--- src/rtl/cu_pkg.sv ---
// cu_pkg: shared opcodes, ALU codes, FSM states and instruction classes for the multicycle control unit
// Ports: none (package only).
package cu_pkg;
   localparam int OP_RTYPE = 0;
   localparam int OP_ADDI  = 1;
   localparam int OP_ORI   = 2;
   localparam int OP_ANDI  = 3;
   localparam int OP_LW    = 4;
   localparam int OP_SW    = 5;
   localparam int OP_BEQ   = 6;
   localparam int OP_BGT   = 7;
   localparam int OP_JUMP  = 8;
   localparam int ALU_AND   = 0;
   localparam int ALU_OR    = 1;
   localparam int ALU_ADD   = 2;
   localparam int ALU_SUB   = 3;
   localparam int ALU_FUNCT = 4;
   typedef enum logic [2:0] {
      S_FETCH  = 3'd0,
      S_DECODE = 3'd1,
      S_EXEC   = 3'd2,
      S_MEM    = 3'd3,
      S_WB     = 3'd4
   } state_t;
   // C_ALU covers R-type and all register-immediate ops: they share the EXEC->WB path
   typedef enum logic [2:0] {C_ALU, C_LW, C_SW, C_BEQ, C_BGT, C_JUMP} cls_t;
endpackage

--- src/rtl/cu_decode.sv ---
// cu_decode: combinational opcode decode into static datapath selects, ALU op, class and illegal flag
// Ports: opcode in; reg_dst, alu_src, mem_to_reg, ext_op, alu_op, cls, illegal out.
module cu_decode
   import cu_pkg::*;
#(
   parameter int OPCODE_W = 6,
   parameter int ALUOP_W  = 3
) (
   input  logic [OPCODE_W-1:0] opcode,
   output logic                reg_dst,
   output logic                alu_src,
   output logic                mem_to_reg,
   output logic                ext_op,
   output logic [ALUOP_W-1:0]  alu_op,
   output cls_t                cls,
   output logic                illegal
);
   always_comb begin
      reg_dst    = 1'b0;
      alu_src    = 1'b0;
      mem_to_reg = 1'b0;
      ext_op     = 1'b0;
      alu_op     = '0;
      cls        = C_ALU;
      illegal    = 1'b0;
      case (32'(opcode))
         OP_RTYPE: begin reg_dst = 1'b1; alu_op = ALUOP_W'(ALU_FUNCT); end
         OP_ADDI:  begin alu_src = 1'b1; alu_op = ALUOP_W'(ALU_ADD); end
         OP_ORI:   begin alu_src = 1'b1; alu_op = ALUOP_W'(ALU_OR); end
         OP_ANDI:  begin alu_src = 1'b1; alu_op = ALUOP_W'(ALU_AND); end
         OP_LW:    begin alu_src = 1'b1; mem_to_reg = 1'b1; ext_op = 1'b1; alu_op = ALUOP_W'(ALU_ADD); cls = C_LW; end
         OP_SW:    begin alu_src = 1'b1; ext_op = 1'b1; alu_op = ALUOP_W'(ALU_ADD); cls = C_SW; end
         OP_BEQ:   begin ext_op = 1'b1; alu_op = ALUOP_W'(ALU_SUB); cls = C_BEQ; end
         OP_BGT:   begin ext_op = 1'b1; alu_op = ALUOP_W'(ALU_SUB); cls = C_BGT; end
         OP_JUMP:  cls = C_JUMP;
         default:  illegal = 1'b1;
      endcase
   end
endmodule

--- src/rtl/multicycle_control_unit.sv ---
// multicycle_control_unit: FETCH/DECODE/EXEC/MEM/WB sequencer with memory handshake, timeout and illegal-opcode flag
// Ports: clk, rst_n (synchronous, active low); opcode (sampled in DECODE); mem_ready;
//   strobes pc_write, ir_write, mem_read, mem_write, reg_write; selects reg_dst, alu_src, mem_to_reg, ext_op;
//   branch_eq, branch_gr, jump; alu_op; pulses illegal_op, bus_error, instr_done; state (debug);
//   instr_count, cycle_count: counters when MULTICYCLE_CU_PERF_CNT_EN is defined, tied to 0 otherwise.
module multicycle_control_unit
   import cu_pkg::*;
#(
   parameter int OPCODE_W    = 6,
   parameter int ALUOP_W     = 3,
   parameter int MEM_TIMEOUT = 16,
   parameter int CNT_W       = 32
) (
   input  logic                clk,
   input  logic                rst_n,
   input  logic [OPCODE_W-1:0] opcode,
   input  logic                mem_ready,
   output logic                pc_write,
   output logic                ir_write,
   output logic                mem_read,
   output logic                mem_write,
   output logic                reg_write,
   output logic                reg_dst,
   output logic                alu_src,
   output logic                mem_to_reg,
   output logic                ext_op,
   output logic                branch_eq,
   output logic                branch_gr,
   output logic                jump,
   output logic [ALUOP_W-1:0]  alu_op,
   output logic                illegal_op,
   output logic                bus_error,
   output logic                instr_done,
   output logic [2:0]          state,
   output logic [CNT_W-1:0]    instr_count,
   output logic [CNT_W-1:0]    cycle_count
);
   localparam int TW = $clog2(MEM_TIMEOUT) + 1;
   state_t st, nxt;
   cls_t cls_q, ncls, d_cls;
   logic d_reg_dst, d_alu_src, d_mem_to_reg, d_ext_op, d_illegal;
   logic [ALUOP_W-1:0] d_alu_op;
   logic [TW-1:0] tcnt;
   logic fetch_ok, waiting, timeout, is_branch;
   cu_decode #(.OPCODE_W(OPCODE_W), .ALUOP_W(ALUOP_W)) u_dec (
      .opcode(opcode), .reg_dst(d_reg_dst), .alu_src(d_alu_src), .mem_to_reg(d_mem_to_reg),
      .ext_op(d_ext_op), .alu_op(d_alu_op), .cls(d_cls), .illegal(d_illegal)
   );
   // The first FETCH cycle after reset has no read outstanding, so mem_ready is ignored there
   assign fetch_ok   = st == S_FETCH && mem_read && mem_ready;
   assign waiting    = ((st == S_FETCH && mem_read) || st == S_MEM) && !mem_ready;
   assign timeout    = waiting && tcnt == TW'(MEM_TIMEOUT - 1);
   assign is_branch  = cls_q == C_BEQ || cls_q == C_BGT || cls_q == C_JUMP;
   assign ncls       = st == S_DECODE ? d_cls : cls_q;
   assign pc_write   = fetch_ok;
   assign ir_write   = fetch_ok;
   assign illegal_op = st == S_DECODE && d_illegal;
   assign instr_done = st == S_WB || (st == S_EXEC && is_branch) || (st == S_MEM && mem_ready && cls_q == C_SW);
   assign state      = st;
   always_comb begin
      nxt = S_FETCH;
      case (st)
         S_FETCH:  nxt = fetch_ok ? S_DECODE : S_FETCH;
         S_DECODE: nxt = d_illegal ? S_FETCH : S_EXEC;
         S_EXEC:   nxt = cls_q == C_ALU ? S_WB : (cls_q == C_LW || cls_q == C_SW) ? S_MEM : S_FETCH;
         S_MEM:    nxt = mem_ready ? (cls_q == C_LW ? S_WB : S_FETCH) : timeout ? S_FETCH : S_MEM;
         default:  nxt = S_FETCH;
      endcase
   end
   // Strobes are registered from the next state so each is valid for the whole cycle it belongs to
   always_ff @(posedge clk) begin
      if (!rst_n) begin
         st         <= S_FETCH;
         cls_q      <= C_ALU;
         tcnt       <= '0;
         bus_error  <= 1'b0;
         mem_read   <= 1'b0;
         mem_write  <= 1'b0;
         reg_write  <= 1'b0;
         branch_eq  <= 1'b0;
         branch_gr  <= 1'b0;
         jump       <= 1'b0;
         reg_dst    <= 1'b0;
         alu_src    <= 1'b0;
         mem_to_reg <= 1'b0;
         ext_op     <= 1'b0;
         alu_op     <= '0;
      end else begin
         st         <= nxt;
         cls_q      <= ncls;
         tcnt       <= waiting && !timeout ? tcnt + 1'b1 : '0;
         bus_error  <= timeout;
         mem_read   <= nxt == S_FETCH || (nxt == S_MEM && ncls == C_LW);
         mem_write  <= nxt == S_MEM && ncls == C_SW;
         reg_write  <= nxt == S_WB;
         branch_eq  <= nxt == S_EXEC && ncls == C_BEQ;
         branch_gr  <= nxt == S_EXEC && ncls == C_BGT;
         jump       <= nxt == S_EXEC && ncls == C_JUMP;
         if (nxt == S_FETCH) begin
            reg_dst    <= 1'b0;
            alu_src    <= 1'b0;
            mem_to_reg <= 1'b0;
            ext_op     <= 1'b0;
            alu_op     <= '0;
         end else if (st == S_DECODE) begin
            reg_dst    <= d_reg_dst;
            alu_src    <= d_alu_src;
            mem_to_reg <= d_mem_to_reg;
            ext_op     <= d_ext_op;
            alu_op     <= d_alu_op;
         end
      end
   end
`ifdef MULTICYCLE_CU_PERF_CNT_EN
   always_ff @(posedge clk) begin
      if (!rst_n) begin
         instr_count <= '0;
         cycle_count <= '0;
      end else begin
         instr_count <= instr_count + CNT_W'(instr_done);
         cycle_count <= cycle_count + 1'b1;
      end
   end
`else
   assign instr_count = '0;
   assign cycle_count = '0;
`endif
endmodule

--- config.mk ---
export PLATFORM = sky130hd
export DESIGN_NAME = multicycle_control_unit
export DESIGN_NICKNAME = d
export VERILOG_FILES = /design/src/rtl/cu_pkg.sv /design/src/rtl/cu_decode.sv /design/src/rtl/multicycle_control_unit.sv
export SDC_FILE = /design/constraint.sdc
export NUM_CORES = 1
export LEC_CHECK = 0
export CAP_MARGIN = 20
export CORE_UTILIZATION = 41
export CTS_CLUSTER_DIAMETER = 200
export DETAILED_ROUTE_END_ITERATION = 10
export PLACE_DENSITY = 0.92
export SLEW_MARGIN = 20
export SYNTH_ARGS = -nofsm -noshare
export SYNTH_HDL_FRONTEND = slang
export SYNTH_SLANG_ARGS = --single-unit
--- constraint.sdc ---
create_clock -name clk -period 6.2 [get_ports clk]
set_clock_uncertainty 0.15 [all_clocks]
set_input_delay 1.24 -clock clk [delete_from_list [all_inputs] [get_ports clk]]
set_output_delay 1.24 -clock clk [all_outputs]
set_load 0.01 [all_outputs]
==> flow_summary.ini <==
[grt]
grt_start_max_net_pins = 17
grt_util_all_layers = 0.1327
antenna_found_initial = 0
grt-ovfl-total = 0
grt_pass1_vias = 977
grt_pass1_wl_mm = 4.395

[pwr]
power_frac_clock = 0.309
p_leak_uw = 0.0006896
total_power_uw = 293.7
power_frac_comb = 0.157
power_density_nw_per_um2 = 169.2
peakVddDrop_mv = 0.08570
power_frac_seq = 0.534
p_int_uw = 211.8
p_switching_uw = 81.88
sw_frac_of_total = 0.2788

[finish]
multi_input_area_um2 = 840.8
fin_nets = 230
drive_above_1_share = 0.03226
utilization = 0.4670
largest_register_ffs = 5
ff_latch_area_um2 = 480.5
largest_register = tcnt
area_growth_pct = 7.187
num_antenna_cells = 0
nFillCells = 373

[clock_tree]
cts_buffers = 3
hold_buffers = 0
clock_path_buffers = 2
cts_max_level = 1
cts_sinks = 24
cts.repair.resized = 0
clockRootBuffer = clkbuf_8
cts_tree = built
clk-insertion-delay-late_ns = 0.26
clk_pin_slew_ns = 0.08
postCtsSetupBuffers = 0

[synthesis]
yosysUniqueCellTypes = 39
synth-async-reset-ratio = 0
ys_warn_count = 0
synth-edff-count = 0
seq_area_frac_synth = 0.2968
syn_inst = 193
ys_ff_latch = 24
synthesis.area_um2 = 1619
synth_flop_cell = dfxtp_1
syn_area_per_cell_um2 = 8.389

[worst_setup_path]
cpMaxStageDelayCell = clkdlybuf4s50_1
cp_top_family = buffers and inverters
cp.arrival_ns = 2.98
cp.required_ns = 4.81
cp_max_fo = 8
crit_buf_inv = 2
cpMostUsedCell = clkdlybuf4s50_1
crit_chain = clkdlybuf4s50_1 > nor3_1 > nand2b_1 > a21oi_1 > clkdlybuf4s50_1
max_stage_delay_ns = 0.54
critPathLaunchType = primary input
criticalPathCategory = in -> out
end_kind = output pin

[route]
dr.pass1.iters = 4
drtAntennaViolNets = 0
viasPerCell = 4.562
drt_first_iter_violations = 43
drc_errors = 0
vias = 1209
wire_per_inst_um = 10.61
drt-total-wl_mm = 2.812

[sta]
worst_slew_pin_slew_ns = 0.7247
slew_headroom = 0.5157
tns_ns = 0
hold_violations = 0
finalCritPeriodShare = 0.7052
final-setup-viol-count = 0
drv_slew = 0
post-route-min-period_ns = 4.372
rsz0062_at_grt = false
fmax_mhz = 228.7

[die]
initial_core_util = 0.4357
die_area_um2 = 4204
core_um2 = 3716
die_y_um = 64.84
row_count = 22
ios = 94
fp.dieW_um = 64.84

[placement]
io_buffer_count = 29
dp_hpwl_mm = 2.170
place_congestion = 0.8247

[hold_path]
hp-class = reg -> reg

[flow_run]
drv_cap = 0

[outcome]
status = finished clean
power by group through the flow:
stage               clock network, µW  registers [µW]  logic (µW)
floorplan                           0             160        62.3
global placement                    0             160        44.7
detailed placement                  0             160        45.3
CTS                              91.7             157        45.4
global route                     97.3             157        51.2
finish                           90.8             157        46.2
per-layer routing:
metal  GRT usage  share of wire  vias to the layer above
met5           0              0                        -
met4     0.05278         0.0075                        0
met3     0.03169          0.088                        4
met2      0.2383           0.52                       66
met1      0.1483           0.39                      558
li1            -              -                      581
cells in the final DEF, fill, tap and decap left out, drive strengths merged, types with 3 or more instances in the layout:
cell type / instances
inv: 4
nor3: 6
and2: 4
nand2: 10
nand3: 3
clkbuf: 3
or3b: 3
nor2b: 3
clkdlybuf4s50: 29
a211oi: 7
nand2b: 6
a22oi: 3
nor2: 12
nor3b: 3
o21ai: 3
conb: 64
dfxtp: 24
a21oi: 5
worst paths after layout:
kind | startpoint | endpoint | slack [ns] | cells after the start
setup reg to reg | state[1]$_SDFF_PN0_ | mem_read$_SDFF_PN0_ | 3.84 | 4
setup / recovery | opcode[1] | illegal_op | 1.83 | 5
hold reg to reg | tcnt[0]$_SDFF_PN0_ | tcnt[0]$_SDFF_PN0_ | 0.32 | 1
hold / removal | tcnt[0]$_SDFF_PN0_ | tcnt[0]$_SDFF_PN0_ | 0.32 | 1
Yosys cell counts, drive strengths merged, types with 3 or more instances:
master | count | share of area
nor2 | 12 | 0.028
and2 | 4 | 0.015
buf | 67 | 0.31
nor3b | 3 | 0.014
clkbuf | 5 | 0.012
a211oi | 7 | 0.036
nor3 | 6 | 0.022
a21oi | 5 | 0.015
a22oi | 3 | 0.014
inv | 4 | 0.0093
dfxtp | 24 | 0.30
o21ai | 3 | 0.0093
nand3 | 3 | 0.0093
nand2b | 6 | 0.023
nand2 | 10 | 0.023
nor2b | 3 | 0.012
or3b | 3 | 0.016
worst reg2reg max path, delay by kind of cell (launching register included):
kind / cells / cell delay [ns]
AOI/OAI and AO/OA: 2 / 0.94
and+or+nand+nor: 2 / 0.72
DFF: 1 / 0.46
through the flow:
step                cell area, µm²  instances  worst slack (ns)  hold WS (ns)
floorplan                     1856        256             2.814        0.2679
global placement              1694        262             1.861        0.2788
detailed placement            1694        262             1.836        0.3046
global route                  1735        265             1.726        0.3437
CTS                           1735        265             1.821        0.3200
finish                        1735        265             1.828        0.3158
kinds of logic (layout without fill, tap and decap cells):
| group | Yosys count | in the layout | synth area share |
|---|---|---|---|
| xor gates and xnor gates | 4 | 4 | 0.02164 |
| buffers and inverters | 76 | 37 | 0.3300 |
| adders and majority gates | 2 | 2 | 0.01545 |
| and+or+nand+nor | 55 | 55 | 0.1870 |
| other | 1 | 64 | 0.002316 |
| DFF | 24 | 24 | 0.2968 |
| AOI/OAI and AO/OA | 31 | 31 | 0.1468 |
cell type report:
cell class / count / area share
multi-input cells: 156 / 0.4845
flip-flops and latches: 24 / 0.2769
repair buffers: 30 / 0.1716
well taps: 48 / 0.03461
clock buffers: 3 / 0.02379
inverters: 4 / 0.008652
No activity file was read; power rests on OpenSTA's default activity.
